==> src/rtl/ram_pkg.sv <==
// ram_pkg: shared types and default constants for the simple dual-port RAM.
//   clr_state_t      - clear-sequencer FSM state (CLEAR while zeroing, READY after)
//   DEF_*            - default parameter values used by ram_sdp and ram_clr_seq
package ram_pkg;

    typedef enum logic {
        CLEAR = 1'b0,
        READY = 1'b1
    } clr_state_t;

    localparam int DEF_DATA_WIDTH   = 8;
    localparam int DEF_ADDR_WIDTH   = 4;
    localparam int DEF_READ_LATENCY = 1;
    localparam int DEF_BYPASS       = 1;

endpackage

==> src/rtl/ram_clr_seq.sv <==
// ram_clr_seq: clear sequencer for ram_sdp.
// After reset, or on clear_req while READY, it walks addresses 0..DEPTH-1,
// one per cycle, asking the array to write zero. It then returns to READY.
//   clk       - clock, rising edge
//   reset     - synchronous, active-high; restarts the clear from address 0
//   clear_req - one-cycle request to clear the array (ignored while clearing)
//   ready     - high only in READY
//   clr_we    - zero-write strobe for clr_addr
//   clr_addr  - address currently being zeroed
module ram_clr_seq
    import ram_pkg::*;
#(
    parameter int ADDR_WIDTH = DEF_ADDR_WIDTH
) (
    input  logic                  clk,
    input  logic                  reset,
    input  logic                  clear_req,
    output logic                  ready,
    output logic                  clr_we,
    output logic [ADDR_WIDTH-1:0] clr_addr
);

    localparam logic [ADDR_WIDTH-1:0] LAST_ADDR = '1;

    clr_state_t            state_reg, state_next;
    logic [ADDR_WIDTH-1:0] addr_reg, addr_next;

    always_ff @(posedge clk) begin
        if (reset) begin
            state_reg <= CLEAR;
            addr_reg  <= '0;
        end else begin
            state_reg <= state_next;
            addr_reg  <= addr_next;
        end
    end

    always_comb begin
        state_next = state_reg;
        addr_next  = addr_reg;
        ready      = 1'b0;
        clr_we     = 1'b0;
        case (state_reg)
            CLEAR: begin
                clr_we    = 1'b1;
                // Natural wrap brings the counter back to 0 after LAST_ADDR.
                addr_next = addr_reg + 1'b1;
                if (addr_reg == LAST_ADDR) begin
                    state_next = READY;
                end
            end
            READY: begin
                ready = 1'b1;
                if (clear_req) begin
                    state_next = CLEAR;
                    addr_next  = '0;
                end
            end
            default: begin
                state_next = CLEAR;
                addr_next  = '0;
            end
        endcase
    end

    assign clr_addr = addr_reg;

endmodule

==> src/rtl/ram_sdp.sv <==
// ram_sdp: simple dual-port RAM (one write port, one read port, one clock)
// with per-byte write mask, optional write-to-read bypass, 1 or 2 cycle read
// latency and a built-in sequenced clear.
//   clk, reset              - clock and synchronous active-high reset
//   clear_req               - request to zero the whole array (DEPTH cycles)
//   write_enb, wr_address,
//   data_in, byte_enb       - write port; byte_enb[i] enables data_in[8i+7:8i]
//   read_enb, rd_address    - read port
//   data_out, read_valid    - read result, READ_LATENCY cycles after read_enb
//   ready                   - array usable; both ports ignored while low
module ram_sdp
    import ram_pkg::*;
#(
    parameter int DATA_WIDTH   = DEF_DATA_WIDTH,
    parameter int ADDR_WIDTH   = DEF_ADDR_WIDTH,
    parameter int READ_LATENCY = DEF_READ_LATENCY,
    parameter int BYPASS       = DEF_BYPASS
) (
    input  logic                    clk,
    input  logic                    reset,
    input  logic                    clear_req,
    input  logic                    write_enb,
    input  logic [ADDR_WIDTH-1:0]   wr_address,
    input  logic [DATA_WIDTH-1:0]   data_in,
    input  logic [DATA_WIDTH/8-1:0] byte_enb,
    input  logic                    read_enb,
    input  logic [ADDR_WIDTH-1:0]   rd_address,
    output logic [DATA_WIDTH-1:0]   data_out,
    output logic                    read_valid,
    output logic                    ready
);

    localparam int DEPTH     = 2 ** ADDR_WIDTH;
    localparam int NUM_BYTES = DATA_WIDTH / 8;

    logic [DATA_WIDTH-1:0] mem [DEPTH];

    logic                  clr_we;
    logic [ADDR_WIDTH-1:0] clr_addr;

    ram_clr_seq #(
        .ADDR_WIDTH (ADDR_WIDTH)
    ) u_clr_seq (
        .clk       (clk),
        .reset     (reset),
        .clear_req (clear_req),
        .ready     (ready),
        .clr_we    (clr_we),
        .clr_addr  (clr_addr)
    );

    // ---------------- write port: clear sequencer or user ----------------
    logic [NUM_BYTES-1:0]  wr_lane_en;
    logic [ADDR_WIDTH-1:0] wr_addr_mux;
    logic [DATA_WIDTH-1:0] wr_data_mux;

    always_comb begin
        wr_lane_en  = '0;
        wr_addr_mux = wr_address;
        wr_data_mux = data_in;
        if (clr_we) begin
            wr_lane_en  = '1;
            wr_addr_mux = clr_addr;
            wr_data_mux = '0;
        end else if (ready && write_enb) begin
            wr_lane_en = byte_enb;
        end
    end

    always_ff @(posedge clk) begin
        for (int b = 0; b < NUM_BYTES; b++) begin
            if (wr_lane_en[b]) begin
                mem[wr_addr_mux][b*8 +: 8] <= wr_data_mux[b*8 +: 8];
            end
        end
    end

    // ---------------- read port, stage 1 ----------------
    // The array read is read-before-write, so on a same-address collision
    // rd_word_reg holds the old word. For bypass we register the colliding
    // write's mask and data and merge them after the array register, which
    // keeps the array itself a plain registered-read memory.
    logic rd_fire;
    logic rd_hit;

    assign rd_fire = ready && read_enb;
    assign rd_hit  = rd_fire && write_enb && (wr_address == rd_address) && (BYPASS != 0);

    logic [DATA_WIDTH-1:0] rd_word_reg;
    logic                  hit_reg;
    logic [NUM_BYTES-1:0]  hit_be_reg;
    logic [DATA_WIDTH-1:0] hit_data_reg;
    logic                  rd_valid_s1_reg;

    always_ff @(posedge clk) begin
        if (reset) begin
            rd_word_reg     <= '0;
            hit_reg         <= 1'b0;
            hit_be_reg      <= '0;
            hit_data_reg    <= '0;
            rd_valid_s1_reg <= 1'b0;
        end else begin
            rd_valid_s1_reg <= rd_fire;
            // Only a read updates these, so the result holds between reads.
            if (rd_fire) begin
                rd_word_reg  <= mem[rd_address];
                hit_reg      <= rd_hit;
                hit_be_reg   <= byte_enb;
                hit_data_reg <= data_in;
            end
        end
    end

    logic [DATA_WIDTH-1:0] merged_word;

    for (genvar gi = 0; gi < NUM_BYTES; gi++) begin : g_merge
        assign merged_word[gi*8 +: 8] = (hit_reg && hit_be_reg[gi]) ?
                                        hit_data_reg[gi*8 +: 8] :
                                        rd_word_reg[gi*8 +: 8];
    end

    // ---------------- optional second stage ----------------
    if (READ_LATENCY == 2) begin : g_lat2
        logic [DATA_WIDTH-1:0] data_out_reg;
        logic                  rd_valid_s2_reg;

        always_ff @(posedge clk) begin
            if (reset) begin
                data_out_reg    <= '0;
                rd_valid_s2_reg <= 1'b0;
            end else begin
                rd_valid_s2_reg <= rd_valid_s1_reg;
                if (rd_valid_s1_reg) begin
                    data_out_reg <= merged_word;
                end
            end
        end

        assign data_out   = data_out_reg;
        assign read_valid = rd_valid_s2_reg;
    end else begin : g_lat1
        assign data_out   = merged_word;
        assign read_valid = rd_valid_s1_reg;
    end

endmodule
==> config.mk <==
export PLATFORM = sky130hd
export DESIGN_NAME = ram_sdp
export DESIGN_NICKNAME = d
export VERILOG_FILES = /design/src/rtl/ram_pkg.sv /design/src/rtl/ram_clr_seq.sv /design/src/rtl/ram_sdp.sv
export SDC_FILE = /design/constraint.sdc
export NUM_CORES = 1
export LEC_CHECK = 0
export CAP_MARGIN = 25
export CORE_UTILIZATION = 40
export CTS_BUF_LIST = sky130_fd_sc_hd__clkbuf_16
export DETAILED_ROUTE_END_ITERATION = 7
export PLACE_DENSITY = 0.56
export SLEW_MARGIN = 5
export SYNTH_ARGS = -nofsm -noshare
export SYNTH_HDL_FRONTEND = slang
export SYNTH_SLANG_ARGS = --single-unit
==> constraint.sdc <==
create_clock -name clk -period 3.33 [get_ports clk]
set_input_delay 0.333 -clock clk [delete_from_list [all_inputs] [get_ports clk]]
set_output_delay 0.333 -clock clk [all_outputs]
set_load 0.05 [all_outputs]
# Yosys cells after proc, flatten, opt, wreduce, memory -nomap -nowiden
# Memories as Yosys holds them, arrays and structs flattened. A register that Yosys moved wholly into a read port is not among the register bits.
# Cells that the tools add are included.
dict set report word_totals {
  reg_bits 16
  mem_bits_rw 128
  output_inout_bits 10
  mem_count 1
}
dict set report classes {
  add_sub_neg 1
  n_eq_ne 3
  mux 13
  n_bitwise 1
  reduce_logical 5
}
# name words word_bits rd rd_ports_with_merged_regs wr line_no
set mem_list {}
lappend mem_list {mem 16 8 1 1 1 ram_sdp.sv:36} ;# logic [DATA_WIDTH-1:0] mem [DEPTH];
# cell count
set ops {}
lappend ops {{8-bit 2-to-1 mux} 2}
lappend ops {{4-bit 2-to-1 mux} 2}
lappend ops {{4-bit one-hot mux with 2 select lines} 1}
lappend ops {{1-bit 2-to-1 mux} 7}
lappend ops {{1-bit logical AND} 5}
lappend ops {{4-bit by 1-bit adder with 4-bit output (second input constant)} 1}
lappend ops {{4-bit == test} 1}
lappend ops {{4-bit == test (second input constant)} 1}
lappend ops {{2-bit inequality test (second input constant)} 1}
lappend ops {{1-bit one-hot mux with 2 select lines} 1}
lappend ops {{1-bit inverter} 1}

# Depth between registers and ports, before layout
dict set report depth {
  ltp_word 6
  mapped_depth 7
  ltp_nobuf 4
}

# Cells and area by module
# From an unflattened synthesis, not the netlist that was laid out.
dict set report unflattened {
  cells_unflattened 433
  hier_area_um2 6241.0
}
# mod n_inst cells_per_inst area_each_um2 seq_area_each_um2
set by_module_without_submodules {}
lappend by_module_without_submodules {ram_sdp 1 407 6017.0 4224.1}
lappend by_module_without_submodules {ram_clr_seq 1 26 224.0 100.1}

# Least setup slack after synthesis
# OpenSTA, ideal clock, no wires.
dict set report synth_path {
  path_kind {register to register}
  start {register u_clr_seq.state_reg}
  end {memory mem[1][0] (netlist name) (enable)}
  setup_ns 0.370
  arrival_ns 1.758
  required_time_ns 2.960
  setup_slack_ns 1.201
  stages_incl_launch_ff 6
  n_path_buf 2
  synth_period_minus_slack_ns 2.129
  path_cell_list {dfxtp_1 > buf_2 > clkbuf_1 > nand2_1 > o32a_1 > nor2_1}
}
dict set report synth_via {
  elab_chain_len 6
  word_cells_on_any_way 7
}
# element line_no
set synth_rtl {}
lappend synth_rtl {{from (decl)} ram_clr_seq.sv:25} ;# clr_state_t state_reg, state_next;
lappend synth_rtl {{from (signal assigned)} ram_clr_seq.sv:33} ;# state_reg <= state_next;
lappend synth_rtl {{1-bit 2-to-1 mux} ram_clr_seq.sv:43} ;# case (state_reg)
lappend synth_rtl {{1-bit logical AND} ram_sdp.sv:65} ;# end else if (ready && write_enb) begin
lappend synth_rtl {{1-bit 2-to-1 mux} ram_sdp.sv:65}
lappend synth_rtl {{1-bit 2-to-1 mux} ram_sdp.sv:61} ;# if (clr_we) begin
lappend synth_rtl {{1-bit 2-to-1 mux} ram_sdp.sv:72} ;# if (wr_lane_en[b]) begin
lappend synth_rtl {{1-bit 2-to-1 mux (not written as such)} ram_sdp.sv:73} ;# mem[wr_addr_mux][b*8 +: 8] <= wr_data_mux[b*8 +: 8];
lappend synth_rtl {{to (decl)} ram_sdp.sv:36}
# Parallel ways exist; a longest one is shown, timed or not.

# Final worst setup path
dict set report layout_path {
  start {register u_clr_seq.state_reg}
  end {output ready}
}
dict set report layout_via {
  elab_chain_len 1
}
# element line_no
set layout_rtl {}
lappend layout_rtl {{1-bit 2-to-1 mux} ram_clr_seq.sv:43}
lappend layout_rtl {{to (decl)} ram_sdp.sv:30} ;# output logic ready
# Every way passes these cells.

==> metrics.md <==
| Metric | Value |
|---|---|
| Outcome | `completed` |
| Reg2Reg Depth | `4` |
| Dominant synthesized flop cell | `edfxtp_1` |
| RePlAce Congestion | `0.832` |
| Layout fillers | `1305` |
| Number of setup violations in the final report | `0` |
| Number of enable flip-flop cells after synthesis | `128` |
| Overflow left after global routing | `0` |
| Req. time, crit path | `3.00 ns` |
| Synth area leader | `edfxtp_1` |
| #FFs+latches synth | `152` |
| Final Critical Period | `2.68 ns` |
| Setup Crit Path Kind | `register to output port` |
| Internal | `3.46 mW` |
| Initial Util | `41.1%` |
| Post-CTS resize count | `0` |
| Tightest Pin Transition | `0.893 ns` |
| CTS Root Cell | `clkbuf_16` |
| Starting DRT DRC Count | `285` |
| CTS max path bufs | `2` |
| Total Power | `4.29 mW` |
| Critical path startpoint category | `register` |
| Residual DRC count | `0` |
| WL final | `14200 µm` |
| YS warnings | `0` |
| Remaining antenna violation count after routing | `0` |
| Layout overhead on the synthesized area | `17.2%` |
| Vias per cell | `5.23` |
| First-pass GRT wire length | `21700 µm` |
| Reg clk slew, reported paths | `0.06 ns` |
| Final hold violation count | `0` |
| Num CTS Buffers | `17` |
| Largest cells by area after synthesis | `edfxtp_1 (61%), mux2i_1 (10%), dfxtp_1 (7.7%)` |
| Most frequent cells in the layout | `edfxtp_1 (128), mux2i_1 (65), nand2_1 (45)` |
| Final #Nets | `489` |
| Hpwl dp | `9310 µm` |
| Area of the core | `15300 µm²` |
| Static Leakage | `2.54 nW` |
| Reg power frac | `48.7%` |
| Setup tns final | `0 ns` |
| Switching portion of total power | `19.3%` |
| Post-route cell area | `7350 µm²` |
| Max stage delay on crit path | `0.82 ns` |
| IO Pins | `32` |
| Max Fclk | `374 MHz` |
| Max FFs per register | `128` |
| Synthesized area per cell | `14.5 µm²` |
| Hold Buf Count CTS | `0` |
| Core Util, Final | `48.2%` |
| RSZ-0062 raised after global routing | `no` |
| Syn nets | `456` |
| Psw | `0.830 mW` |
| Critical Path Sink Type | `output port` |
| WL/cell | `20.6 µm` |
| Comb power frac | `4.4%` |
| Fraction of layout cells with a size suffix above 1 | `9.81%` |
| Pin count of the biggest net entering global routing | `64` |
| Min-delay worst type | `register to register` |
| Crit path DAT | `2.34 ns` |
| Share of the synthesized area in the top cell type | `61.3%` |
| N_diodes | `0` |
| CP Max Fanout | `26` |
| Worst-path cell chain | `buf_4 -> clkdlybuf4s50_1` |
| Antenna violations before repair | `0` |
| Final period utilization | `80.4%` |
| P per Cell Area | `584 nW/µm²` |
| Sequential fraction of the synthesis area | `69.0%` |
| Slowest library cell on the worst path | `dfxtp_1` |
| Die width | `127 µm` |
| Die ar. | `16200 µm²` |
| Area post-placement | `6700 µm²` |
| Clock Sinks | `152` |
| Multi-input gate area | `1770 µm²` |
| Die height | `127 µm` |
| Vias in the first global route | `3609` |
| 1st-pass router iterations | `5` |
| H-Tree Depth | `4` |
| Clock share of power | `46.8%` |
| Final slew viol count | `0` |
| Slew HR | `40.5%` |
| Worst Hold Depth | `2` |
| Asr flop ratio synth | `0%` |
| Post-synthesis cell count | `433` |
| Via count | `3611` |
| Post-CTS Setup Bufs | `0` |
| CTS tree | `built` |
| Reg area | `4320 µm²` |
| Final Skew | `0.00752 ns` |
| Global Route Usage Sum | `18.9%` |
| Most common cell after layout, fill and taps aside | `edfxtp_1` |
| Port Buffers | `31` |
| Worst VDD drop | `0.413 mV` |
| Clock latency on the worst-skew pair | `0.42 ns` |
| Max_cap viols | `0` |
| Rows | `45` |
| Post-Syn Area | `6270 µm²` |
| Synth unique cells | `38` |
[stage by stage]
stage,setup slack (ns),hold WS (ns),std cells
after floorplan,1.20,0.420,433
after global placement,0.969,0.438,657
after detailed placement,0.917,0.447,657
after CTS,0.655,0.455,689
after global routing,0.514,0.472,690
final,0.653,0.455,690
[cell type report]
cell class / count / share of cell area, %
sequential: 152 / 58.9
multi-input combinational: 256 / 24.0
clock buffer: 17 / 5.79
timing repair buffer: 36 / 4.97
tap: 211 / 3.59
clock inverter: 15 / 2.61
inverter: 3 / 0.153
[power by group through the flow]
stage                     registers, mW  logic (mW)  clock network (mW)
final                              2.09       0.190                2.01
after global routing               2.10       0.206                2.12
after CTS                          2.09       0.188                2.04
after detailed placement           2.13       0.187                   0
after global placement             2.13       0.185                   0
after floorplan                    2.13       0.131                   0
[cells in the mapped netlist, types with 3 or more instances]
master	count
edfxtp_1	128
clkbuf_1	3
nor2_1	23
xor2_1	3
and2_1	9
a21oi_1	22
mux2_2	8
nand2_1	45
dfxtp_1	24
a31oi_1	3
nor3_1	3
buf_4	3
o21ai_0	3
nand4_1	3
inv_1	3
buf_2	8
mux2i_1	65
a22oi_1	21
nor2b_1	3
nand3_1	24
buf_6	7
[critical path, delay by kind of cell (launching register included)]
kind	cells	cell delay [ns]
buffers and inverters	2	1.10
DFF	1	0.82
[metal layers]
layer	track usage [%]	vias up	wire length (µm)
met2	29.4	94	6830
met3	5.07	10	632
met1	26.3	1813	6630
li1	-	1694	-
met4	5.04	0	117
met5	0	-	0
[cells by family (layout without fill, tap and decap cells)]
kind of cell | Yosys count | in the layout | share of synthesized area [%]
AO/OA/AOI/OAI | 54 | 54 | 5.59
XOR/XNOR | 4 | 4 | 0.559
adder cells (fa/ha/maj) | 1 | 1 | 0.200
buffers and inverters | 25 | 71 | 2.85
flip-flops | 152 | 152 | 69.0
multiplexers | 74 | 74 | 12.0
AND/OR/NAND/NOR | 123 | 123 | 9.82
[final timing paths]
check                           slack (ns)                            to                            from
worst max-delay path                  0.65                         ready  u_clr_seq.state_reg$_SDFF_PP0_
worst min-delay path                  0.46  hit_data_reg[3]$_SDFFE_PP0P_    hit_data_reg[3]$_SDFFE_PP0P_
worst max register to register        0.93           mem[8][4]$_DFFE_PP_  u_clr_seq.state_reg$_SDFF_PP0_
worst min register to register        0.46  hit_data_reg[3]$_SDFFE_PP0P_    hit_data_reg[3]$_SDFFE_PP0P_
Power figures use the tool's default switching activity.
